File: src/rtl/branch_redirect_ctrl_if.sv
// branch_redirect_ctrl_if: MEM-stage branch/hazard inputs and redirect/flush/stall outputs of the redirect controller
interface branch_redirect_ctrl_if;
  logic        branch;
  logic [8:0]  pc_mem_resolved;
  logic        mem_valid;
  logic        stall_req;
  logic        pc_load;
  logic [8:0]  pc_target;
  logic        flush_if;
  logic        flush_id;
  logic        flush_ex;
  logic        stall_if;
  logic        busy;
  logic [15:0] branch_count;
  modport master (output branch, pc_mem_resolved, mem_valid, stall_req,
                  input pc_load, pc_target, flush_if, flush_id, flush_ex, stall_if, busy, branch_count);
  modport slave (input branch, pc_mem_resolved, mem_valid, stall_req,
                 output pc_load, pc_target, flush_if, flush_id, flush_ex, stall_if, busy, branch_count);
endinterface

File: src/rtl/branch_redirect_ctrl.sv
// branch_redirect_ctrl: RUN/FLUSH/REFILL redirect FSM; optional saturating redirect counter under BRANCH_STATS_EN
module branch_redirect_ctrl #(
  parameter int REFILL_CYCLES = 3
) (
  input logic clk,
  input logic rst,
  branch_redirect_ctrl_if.slave bus
);
  typedef enum logic [1:0] {RUN, FLUSH, REFILL} state_t;
  localparam logic [2:0] LOAD = 3'(REFILL_CYCLES - 1);
  state_t r_state, w_next;
  logic [2:0] r_cnt, w_cnt_next;
  logic [8:0] r_pc_target;
  logic w_take, w_done, w_flush;
  assign w_take = (r_state == RUN) && bus.branch && bus.mem_valid;
  // FLUSH is the first busy cycle, so REFILL ends once the count would reach 0
  assign w_done = !bus.stall_req && (r_cnt <= 3'd1);
  always_comb begin
    w_next = r_state;
    w_cnt_next = r_cnt;
    case (r_state)
      RUN: w_next = w_take ? FLUSH : RUN;
      FLUSH: begin
        w_next = REFILL;
        w_cnt_next = LOAD;
      end
      REFILL: begin
        w_next = w_done ? RUN : REFILL;
        w_cnt_next = (bus.stall_req || r_cnt == 3'd0) ? r_cnt : r_cnt - 3'd1;
      end
      default: w_next = RUN;
    endcase
  end
  always_ff @(posedge clk) begin
    if (rst) begin
      r_state <= RUN;
      r_cnt <= 3'd0;
      r_pc_target <= 9'd0;
    end else begin
      r_state <= w_next;
      r_cnt <= w_cnt_next;
      if (w_take) r_pc_target <= bus.pc_mem_resolved;
    end
  end
  assign w_flush = !rst && (r_state == FLUSH);
  assign bus.pc_load = w_flush;
  assign bus.flush_if = w_flush;
  assign bus.flush_id = w_flush;
  assign bus.flush_ex = w_flush;
  assign bus.stall_if = !rst && (r_state != FLUSH) && bus.stall_req;
  assign bus.busy = (r_state != RUN);
  assign bus.pc_target = r_pc_target;
`ifdef BRANCH_STATS_EN
  logic [15:0] r_branch_count;
  always_ff @(posedge clk) begin
    if (rst) r_branch_count <= 16'd0;
    else if (w_take && r_branch_count != 16'hFFFF) r_branch_count <= r_branch_count + 16'd1;
  end
  assign bus.branch_count = r_branch_count;
`else
  assign bus.branch_count = 16'd0;
`endif
endmodule

File: src/flat_wrapper.sv
// flat-port wrapper written by rule: the top's interface ports become plain ports
module branch_redirect_ctrl_flat 
#(
  parameter int REFILL_CYCLES = 3
)
  (clk, rst, bus_branch, bus_pc_mem_resolved, bus_mem_valid, bus_stall_req, bus_pc_load, bus_pc_target, bus_flush_if, bus_flush_id, bus_flush_ex, bus_stall_if, bus_busy, bus_branch_count);
  branch_redirect_ctrl_if bus_i ();
  input logic clk;
  input logic rst;
  input wire logic [$bits(bus_i.branch)-1:0] bus_branch;
  input wire logic [$bits(bus_i.pc_mem_resolved)-1:0] bus_pc_mem_resolved;
  input wire logic [$bits(bus_i.mem_valid)-1:0] bus_mem_valid;
  input wire logic [$bits(bus_i.stall_req)-1:0] bus_stall_req;
  output wire logic [$bits(bus_i.pc_load)-1:0] bus_pc_load;
  output wire logic [$bits(bus_i.pc_target)-1:0] bus_pc_target;
  output wire logic [$bits(bus_i.flush_if)-1:0] bus_flush_if;
  output wire logic [$bits(bus_i.flush_id)-1:0] bus_flush_id;
  output wire logic [$bits(bus_i.flush_ex)-1:0] bus_flush_ex;
  output wire logic [$bits(bus_i.stall_if)-1:0] bus_stall_if;
  output wire logic [$bits(bus_i.busy)-1:0] bus_busy;
  output wire logic [$bits(bus_i.branch_count)-1:0] bus_branch_count;
  assign bus_i.branch = bus_branch;
  assign bus_i.pc_mem_resolved = bus_pc_mem_resolved;
  assign bus_i.mem_valid = bus_mem_valid;
  assign bus_i.stall_req = bus_stall_req;
  assign bus_pc_load = bus_i.pc_load;
  assign bus_pc_target = bus_i.pc_target;
  assign bus_flush_if = bus_i.flush_if;
  assign bus_flush_id = bus_i.flush_id;
  assign bus_flush_ex = bus_i.flush_ex;
  assign bus_stall_if = bus_i.stall_if;
  assign bus_busy = bus_i.busy;
  assign bus_branch_count = bus_i.branch_count;
  branch_redirect_ctrl #(.REFILL_CYCLES(REFILL_CYCLES)) u_core (.clk(clk), .rst(rst), .bus(bus_i));
endmodule
File: config.mk
export PLATFORM = sky130hd
export DESIGN_NAME = branch_redirect_ctrl_flat
export DESIGN_NICKNAME = d
export VERILOG_FILES = /design/src/rtl/branch_redirect_ctrl_if.sv /design/src/rtl/branch_redirect_ctrl.sv /design/src/flat_wrapper.sv
export SDC_FILE = /design/constraint.sdc
export NUM_CORES = 1
export LEC_CHECK = 0
export CORE_MARGIN = 2
export CORE_UTILIZATION = 40
export CTS_BUF_LIST = sky130_fd_sc_hd__clkbuf_8 sky130_fd_sc_hd__clkbuf_16
export CTS_CLUSTER_DIAMETER = 30
export DETAILED_ROUTE_END_ITERATION = 8
export PLACE_DENSITY_LB_ADDON = 0.3
export SYNTH_ARGS = -nofsm -noshare
export SYNTH_HDL_FRONTEND = slang
export SYNTH_SLANG_ARGS = --single-unit
export TNS_END_PERCENT = 50
File: constraint.sdc
create_clock -name clk -period 3.2 [get_ports clk]
set_input_delay 0.32 -clock clk [delete_from_list [all_inputs] [get_ports clk]]
set_output_delay 0.32 -clock clk [all_outputs]
set_load 0.01 [all_outputs]
; ---- Word-level counts from Yosys, hierarchy flattened
; Index checks and enable logic that the tools add are counted.
[word_totals]
ff_bits = 14
input_bits = 14
elab_cells = 28
[classes]
addsub = 1
order_cmp = 1
n_eq_ne = 4
mux = 5
n_reduce_logical = 14
[op_table]
columns = op, n
row1 = 1-bit logical AND, 6
row2 = 2-bit case mux with 3 select lines, 1
row3 = 3-bit case mux with 2 select lines, 1
row4 = 2-bit nonzero test, 2
row5 = 3-bit by 1-bit less-or-equal comparator with 1-bit output (second input constant), 1
row6 = 3-bit logical NOT, 1
row7 = 3-bit 2-to-1 mux, 1
row8 = 3-bit by 1-bit subtractor with 3-bit output (second input constant), 1
row9 = 2-bit by 1-bit == test with 1-bit output (second input constant), 1
row10 = 2-bit == test (second input constant), 1
row11 = 1-bit logical NOT, 2
row12 = 2-bit logical NOT, 1
row13 = 2-bit 2-to-1 mux, 1
row14 = 2-bit by 1-bit != test with 1-bit output (second input constant), 1
row15 = 2-bit != test (second input constant), 1
row16 = 2-bit AND reduction, 1
row17 = 1-bit logical OR, 1
row18 = 1-bit 2-to-1 mux, 1

; ---- Logic depth before layout (Yosys ltp)
; Gate-level depths: netlist of run 1.
[depth]
depth_word = 5
mapped_depth = 5
depth_no_buf = 5

; ---- Worst setup path after synthesis of run 1
; Ideal clock, no wire load.
[synth_timing]
path_type = input -> output
from = input port rst
to = output port bus_flush_id
arrival_time_ns = 1.121
required_time_ns = 2.880
setup_slack_ns = 1.759
stages = 4
n_path_buf = 3
cell_sequence = clkbuf_1 > buf_2 > nor2_1 > buf_4
[synth_via]
elab_chain_cells = 2
[synth_lines]
columns = element, line_no
row1 = "start, declared", flat_wrapper.sv:9  ; input logic rst;
row2 = 1-bit logical NOT, branch_redirect_ctrl.sv:45  ; assign w_flush = !rst && (r_state == FLUSH);
row3 = 1-bit logical AND, branch_redirect_ctrl.sv:45
row4 = "end, declared", flat_wrapper.sv:17  ; output wire logic [$bits(bus_i.flush_id)-1:0] bus_flush_id;
; Every way passes these cells.

; ---- Final worst setup path of run 1
[layout_timing]
from = input port rst
to = output port bus_flush_if
[layout_via]
elab_chain_cells = 2
[layout_lines]
columns = element, line_no
row1 = 1-bit logical NOT, branch_redirect_ctrl.sv:45
row2 = 1-bit logical AND, branch_redirect_ctrl.sv:45
row3 = "end, declared", flat_wrapper.sv:16  ; output wire logic [$bits(bus_i.flush_if)-1:0] bus_flush_if;
; Every way passes these cells.

==> results of run 1 <==
## state kept, by name, indices dropped and copies added, names as in the netlist
name,cells
u_core.bus.pc_target,9
u_core.r_cnt,3
u_core.r_state,2
## routing by layer
layer | up-vias | GRT usage | wire (µm)
li1 | 329 | - | -
met1 | 282 | 0.132 | 565
met2 | 25 | 0.204 | 655
met3 | 2 | 0.0463 | 100
met4 | 0 | 0.0571 | 19
met5 | - | 0 | 0
## cells by family (layout without fill, tap and decap cells)
| kind of cell | after synthesis | in the layout | synth area share |
|---|---|---|---|
| other | 1 | 16 | 0.00476 |
| and+or+nand+nor | 38 | 38 | 0.254 |
| DFF | 14 | 14 | 0.356 |
| AOI/OAI and AO/OA | 13 | 13 | 0.0921 |
| adders and majority gates | 3 | 3 | 0.0476 |
| muxes | 2 | 2 | 0.0286 |
| buffers and inverters | 25 | 34 | 0.217 |
## through the flow
step / utilization / total power [µW] / cells / setup slack [ps]
floorplan: - / 243 / 111 / 1760
global placement: 0.523 / 262 / 143 / 930
detailed placement: 0.523 / 263 / 143 / 895
CTS: 0.552 / 432 / 147 / 897
global route: 0.552 / 448 / 147 / 788
finish: 0.552 / 426 / 147 / 927
## power groups by stage
stage	registers, µW	logic (µW)	clock network, µW
global route	188	78.6	181
detailed placement	191	72.1	0
global placement	190	71.4	0
CTS	187	72.3	173
floorplan	192	50.7	0
finish	187	71.7	167
## area by class of cell
type	count	area [µm²]
fillers	193	852
multi-input cells	72	393
flip-flops and latches	14	280
repair buffers	28	280
clock buffers	4	55.1
well taps	27	33.8
inverters	2	7.51
## worst max-delay path, delay by kind of cell
kind                   cells  cell delay (ps)
buffers and inverters      2             1300
and+or+nand+nor            1              330
## worst max path at each step
| stage | depth (start not counted) | to | from | slack, ps |
|---|---|---|---|---|
| 2_1_floorplan | 4 | bus_flush_id | rst | 1760 |
| 3_3_place_gp | 3 | bus_flush_ex | rst | 930 |
| 3_5_place_dp | 3 | bus_flush_if | rst | 900 |
| 4_1_cts | 3 | bus_flush_if | rst | 900 |
| 5_1_grt | 3 | bus_flush_if | rst | 790 |
| 6_report | 3 | bus_flush_if | rst | 930 |
## synth_stat cells (2+ instances only)
cell type	count	area (µm²)
ha_1	3	37.5
nand2b_1	2	12.5
mux2_2	2	22.5
nor2_1	4	15.0
nand3b_1	2	15.0
dfxtp_1	14	280
inv_1	2	7.51
nand2_1	18	67.6
nor3_1	3	15.0
buf_2	2	10.0
buf_4	20	150
a21oi_1	10	50.1
==> results.json, run 1 <==
{
  "grt_setup_unrepaired": "false",
  "swShare": 0.228,
  "die_y_um": 48.4,
  "synthDistinctLibCells": 26,
  "mostFrequentLayoutCell": "clkdlybuf4s50_1",
  "cts_tree": "done",
  "ys_seq_elements": 14,
  "cts_max_path_buffers": 2,
  "drt_iter0_drc": 8,
  "path_cells": "clkdlybuf4s50_1 -> nor2_1 -> clkdlybuf4s50_1",
  "routed_wl_um": 1340,
  "combPwrFrac": 0.168,
  "p_int_uw": 329,
  "cap_violations": 0,
  "nets": 138,
  "post_cts_resized": 0,
  "arrival_ps": 1950,
  "ir_drop_mv": 0.299,
  "max_freq_mhz": 440,
  "drive_above_1_share": 0.0750,
  "hold_ws_ps": 455,
  "r2r_start": "u_core.r_cnt[0]$_SDFFE_PP0P_",
  "syn_area_um2": 788,
  "yosysWarningCount": 0,
  "num_rows": 16,
  "yosysSeqAreaShare": 0.356,
  "grt_start_max_net_pins": 19,
  "area_delta_synth_final_pct": 33.2,
  "drc": 0,
  "vias": 638,
  "finalHoldViolations": 0,
  "syn_avg_cell_area_um2": 8.21,
  "cts_sinks": 14,
  "io_buffer_count": 28,
  "ys_async_sr_fraction": 0,
  "path_clk_slew_ps": 50,
  "io_pins": 45,
  "routed_via_density": 4.34,
  "grt_pass1_vias": 524,
  "slew_headroom": 0.604,
  "dp_hpwl_um": 1060,
  "crit_top_cell": "clkdlybuf4s50_1",
  "clockRootBuffer": "clkbuf_8",
  "finalCriticalPeriod_ps": 2270,
  "switchingPower_uw": 97.2,
  "rr_endpoint": "u_core.r_cnt[1]$_SDFFE_PP0P_",
  "start_util": 0.414,
  "clock_latency_ps": 240,
  "grt_overflow": 0,
  "final_cell_mix": "clkdlybuf4s50_1, nand2_1, conb_1",
  "slew_violations": 0,
  "die_area_um2": 2340,
  "cts_buffers": 3,
  "post_drt_wl_per_cell_um": 9.12,
  "clkPwrFrac": 0.393,
  "finalWeightedCongestion": 0.656,
  "cp_slowest_cell": "clkdlybuf4s50_1",
  "htreeDepth": 1,
  "rrSetupSlack_ps": 1690,
  "path_class": "input port to primary output",
  "hold_buffers": 0,
  "crit_path_end_kind": "primary output",
  "reg2regPathDepth": 5,
  "timing.setup.tns_ps": 0,
  "postCtsSetupBuffers": 0,
  "start_kind": "input port",
  "hp-class": "flop to flop",
  "synth-edff-count": 0,
  "period_share": 0.710,
  "synth_cells": 96,
  "core_um2": 1900,
  "antennaDiodeCount": 0,
  "grt_pass1_wl_um": 2250,
  "holdPathEnd": "u_core.bus.pc_target[8]$_SDFFE_PP0P_",
  "drtPass1Iterations": 4,
  "grt_usage": 0.120,
  "setup_viol": 0,
  "place_area_um2": 995,
  "synth_flop_cell": "dfxtp_1",
  "max_stage_delay_ps": 710,
  "design_area_um2": 1050,
  "antenna_found_initial": 0,
  "cp_max_fo": 18,
  "p_leak_uw": 0.000404,
  "crit_required_ps": 2880,
  "holdPathStages": 2,
  "tightest_slew_ps": 592,
  "ant_nets": 0,
  "status": "finished, final reports clean",
  "min_from": "u_core.bus.pc_target[8]$_SDFFE_PP0P_",
  "power.density_nw_per_um2": 406,
  "clock-skew-final_ps": 0.682,
  "pwr-share-seq": 0.438,
  "die_w_um": 48.4
}
(Power assumes the default switching activity.)
==> run 2, diff against run 1 <==
CORE_UTILIZATION = 37   (was 40)
clock period = 2.4 ns   (was 3.2 ns; I/O delays follow)
==> results.json, run 2 (synthesis results as in run 1) <==
{
  "period_share": 0.788,
  "antenna_found_initial": 0,
  "holdPathStages": 2,
  "finalHoldViolations": 0,
  "grt_pass1_vias": 546,
  "hold_buffers": 0,
  "die_y_um": 50.2,
  "multiInputGateArea_um2": 393,
  "path_clk_slew_ps": 50,
  "grt_setup_unrepaired": "false",
  "fill_cells": 188,
  "grt_overflow": 0,
  "area_delta_synth_final_pct": 32.4,
  "final_cell_mix": "clkdlybuf4s50_1, nand2_1, conb_1",
  "cts_tree": "done",
  "finalWeightedCongestion": 0.716,
  "finalCriticalPeriod_ps": 1890,
  "reg2regPathDepth": 5,
  "hp-class": "flop to flop",
  "io_buffer_count": 28,
  "crit_path_end_kind": "primary output",
  "largest_register_ffs": 9,
  "drc": 0,
  "drive_above_1_share": 0.0750,
  "io_pins": 45,
  "p_leak_uw": 0.000401,
  "slew_violations": 0,
  "crit_required_ps": 2160,
  "start_kind": "flop",
  "grt_pass1_wl_um": 2250,
  "timing.setup.tns_ps": 0,
  "post_cts_resized": 0,
  "ir_drop_mv": 0.456,
  "grt_usage": 0.118,
  "status": "finished, final reports clean",
  "setup_viol": 0,
  "clock-skew-final_ps": 5.45,
  "arrival_ps": 1650,
  "clockRootBuffer": "clkbuf_8",
  "antennaDiodeCount": 0,
  "grt_start_max_net_pins": 15,
  "power.density_nw_per_um2": 507,
  "num_rows": 16,
  "ant_nets": 0,
  "mostFrequentLayoutCell": "clkdlybuf4s50_1",
  "dp_slack_ps": 566,
  "clock_latency_ps": 240,
  "cts_buffers": 3,
  "setup_ws_ps": 509,
  "path_class": "flop to primary output",
  "start_util": 0.398,
  "max_freq_mhz": 529,
  "vias": 641,
  "cts_max_path_buffers": 2,
  "drtPass1Iterations": 4,
  "htreeDepth": 1,
  "seqCellArea_um2": 280,
  "cts_sinks": 14,
  "die_area_um2": 2520,
  "postCtsSetupBuffers": 0,
  "routed_via_density": 4.36,
  "die_w_um": 50.2,
  "cap_violations": 0,
  "nets": 139,
  "dp_hpwl_um": 1130,
  "drt_iter0_drc": 10,
  "routed_wl_um": 1430,
  "cp_max_fo": 9,
  "core_um2": 1980,
  "post_drt_wl_per_cell_um": 9.70
}
[run 2: cell types whose count changed in the layout (fill, tap and decap cells not counted)]
cell and delta:
buf_4 +1, clkbuf_8 -1
[run 2: stage by stage]
stage,hold WS (ps),utilization,total power [µW],instances,instance area (µm²)
final,452,0.527,529,147,1040
after global routing,485,0.527,557,147,1040
after CTS,456,0.527,538,147,1040
after detailed placement,449,0.506,352,144,1000
after global placement,442,0.506,350,144,1000
after floorplan,376,-,324,111,845
[run 2: path summary, 6_finish.rpt]
kind / slack [ps] / from / to
worst max-delay path: 510 / u_core.r_state[1]$_SDFF_PP0_ / bus_stall_if
worst max register to register: 900 / u_core.r_cnt[0]$_SDFFE_PP0P_ / u_core.r_cnt[1]$_SDFFE_PP0P_
worst min register to register: 450 / u_core.bus.pc_target[6]$_SDFFE_PP0P_ / u_core.bus.pc_target[6]$_SDFFE_PP0P_
worst min-delay path: 450 / u_core.bus.pc_target[6]$_SDFFE_PP0P_ / u_core.bus.pc_target[6]$_SDFFE_PP0P_
[run 2: power by group]
group	switching, µW	internal [µW]
combinational	45.9	51.8
sequential	6.30	243
clock	71.9	110
total	124	405
[run 2: final cells by class]
class	count	area share
Tap cell	27	0.0324
Clock buffer	3	0.0396
Multi-Input combinational cell	72	0.376
Sequential cell	14	0.269
Inverter	2	0.00719
Timing Repair Buffer	29	0.276
[run 2: per-layer routing]
metal  vias to the layer above  wire length [µm]  track usage
met5                         -                 0            0
met4                         0                16       0.0556
met3                         2               118       0.0506
met2                        29               714        0.202
met1                       282               577        0.125
li1                        328                 -            -
[run 2: critical path, stage by stage, from the launching register on]
cell and delay [ps]:
dfxtp_1 440, and2b_1 240, nor3b_1 170, clkdlybuf4s50_1 560
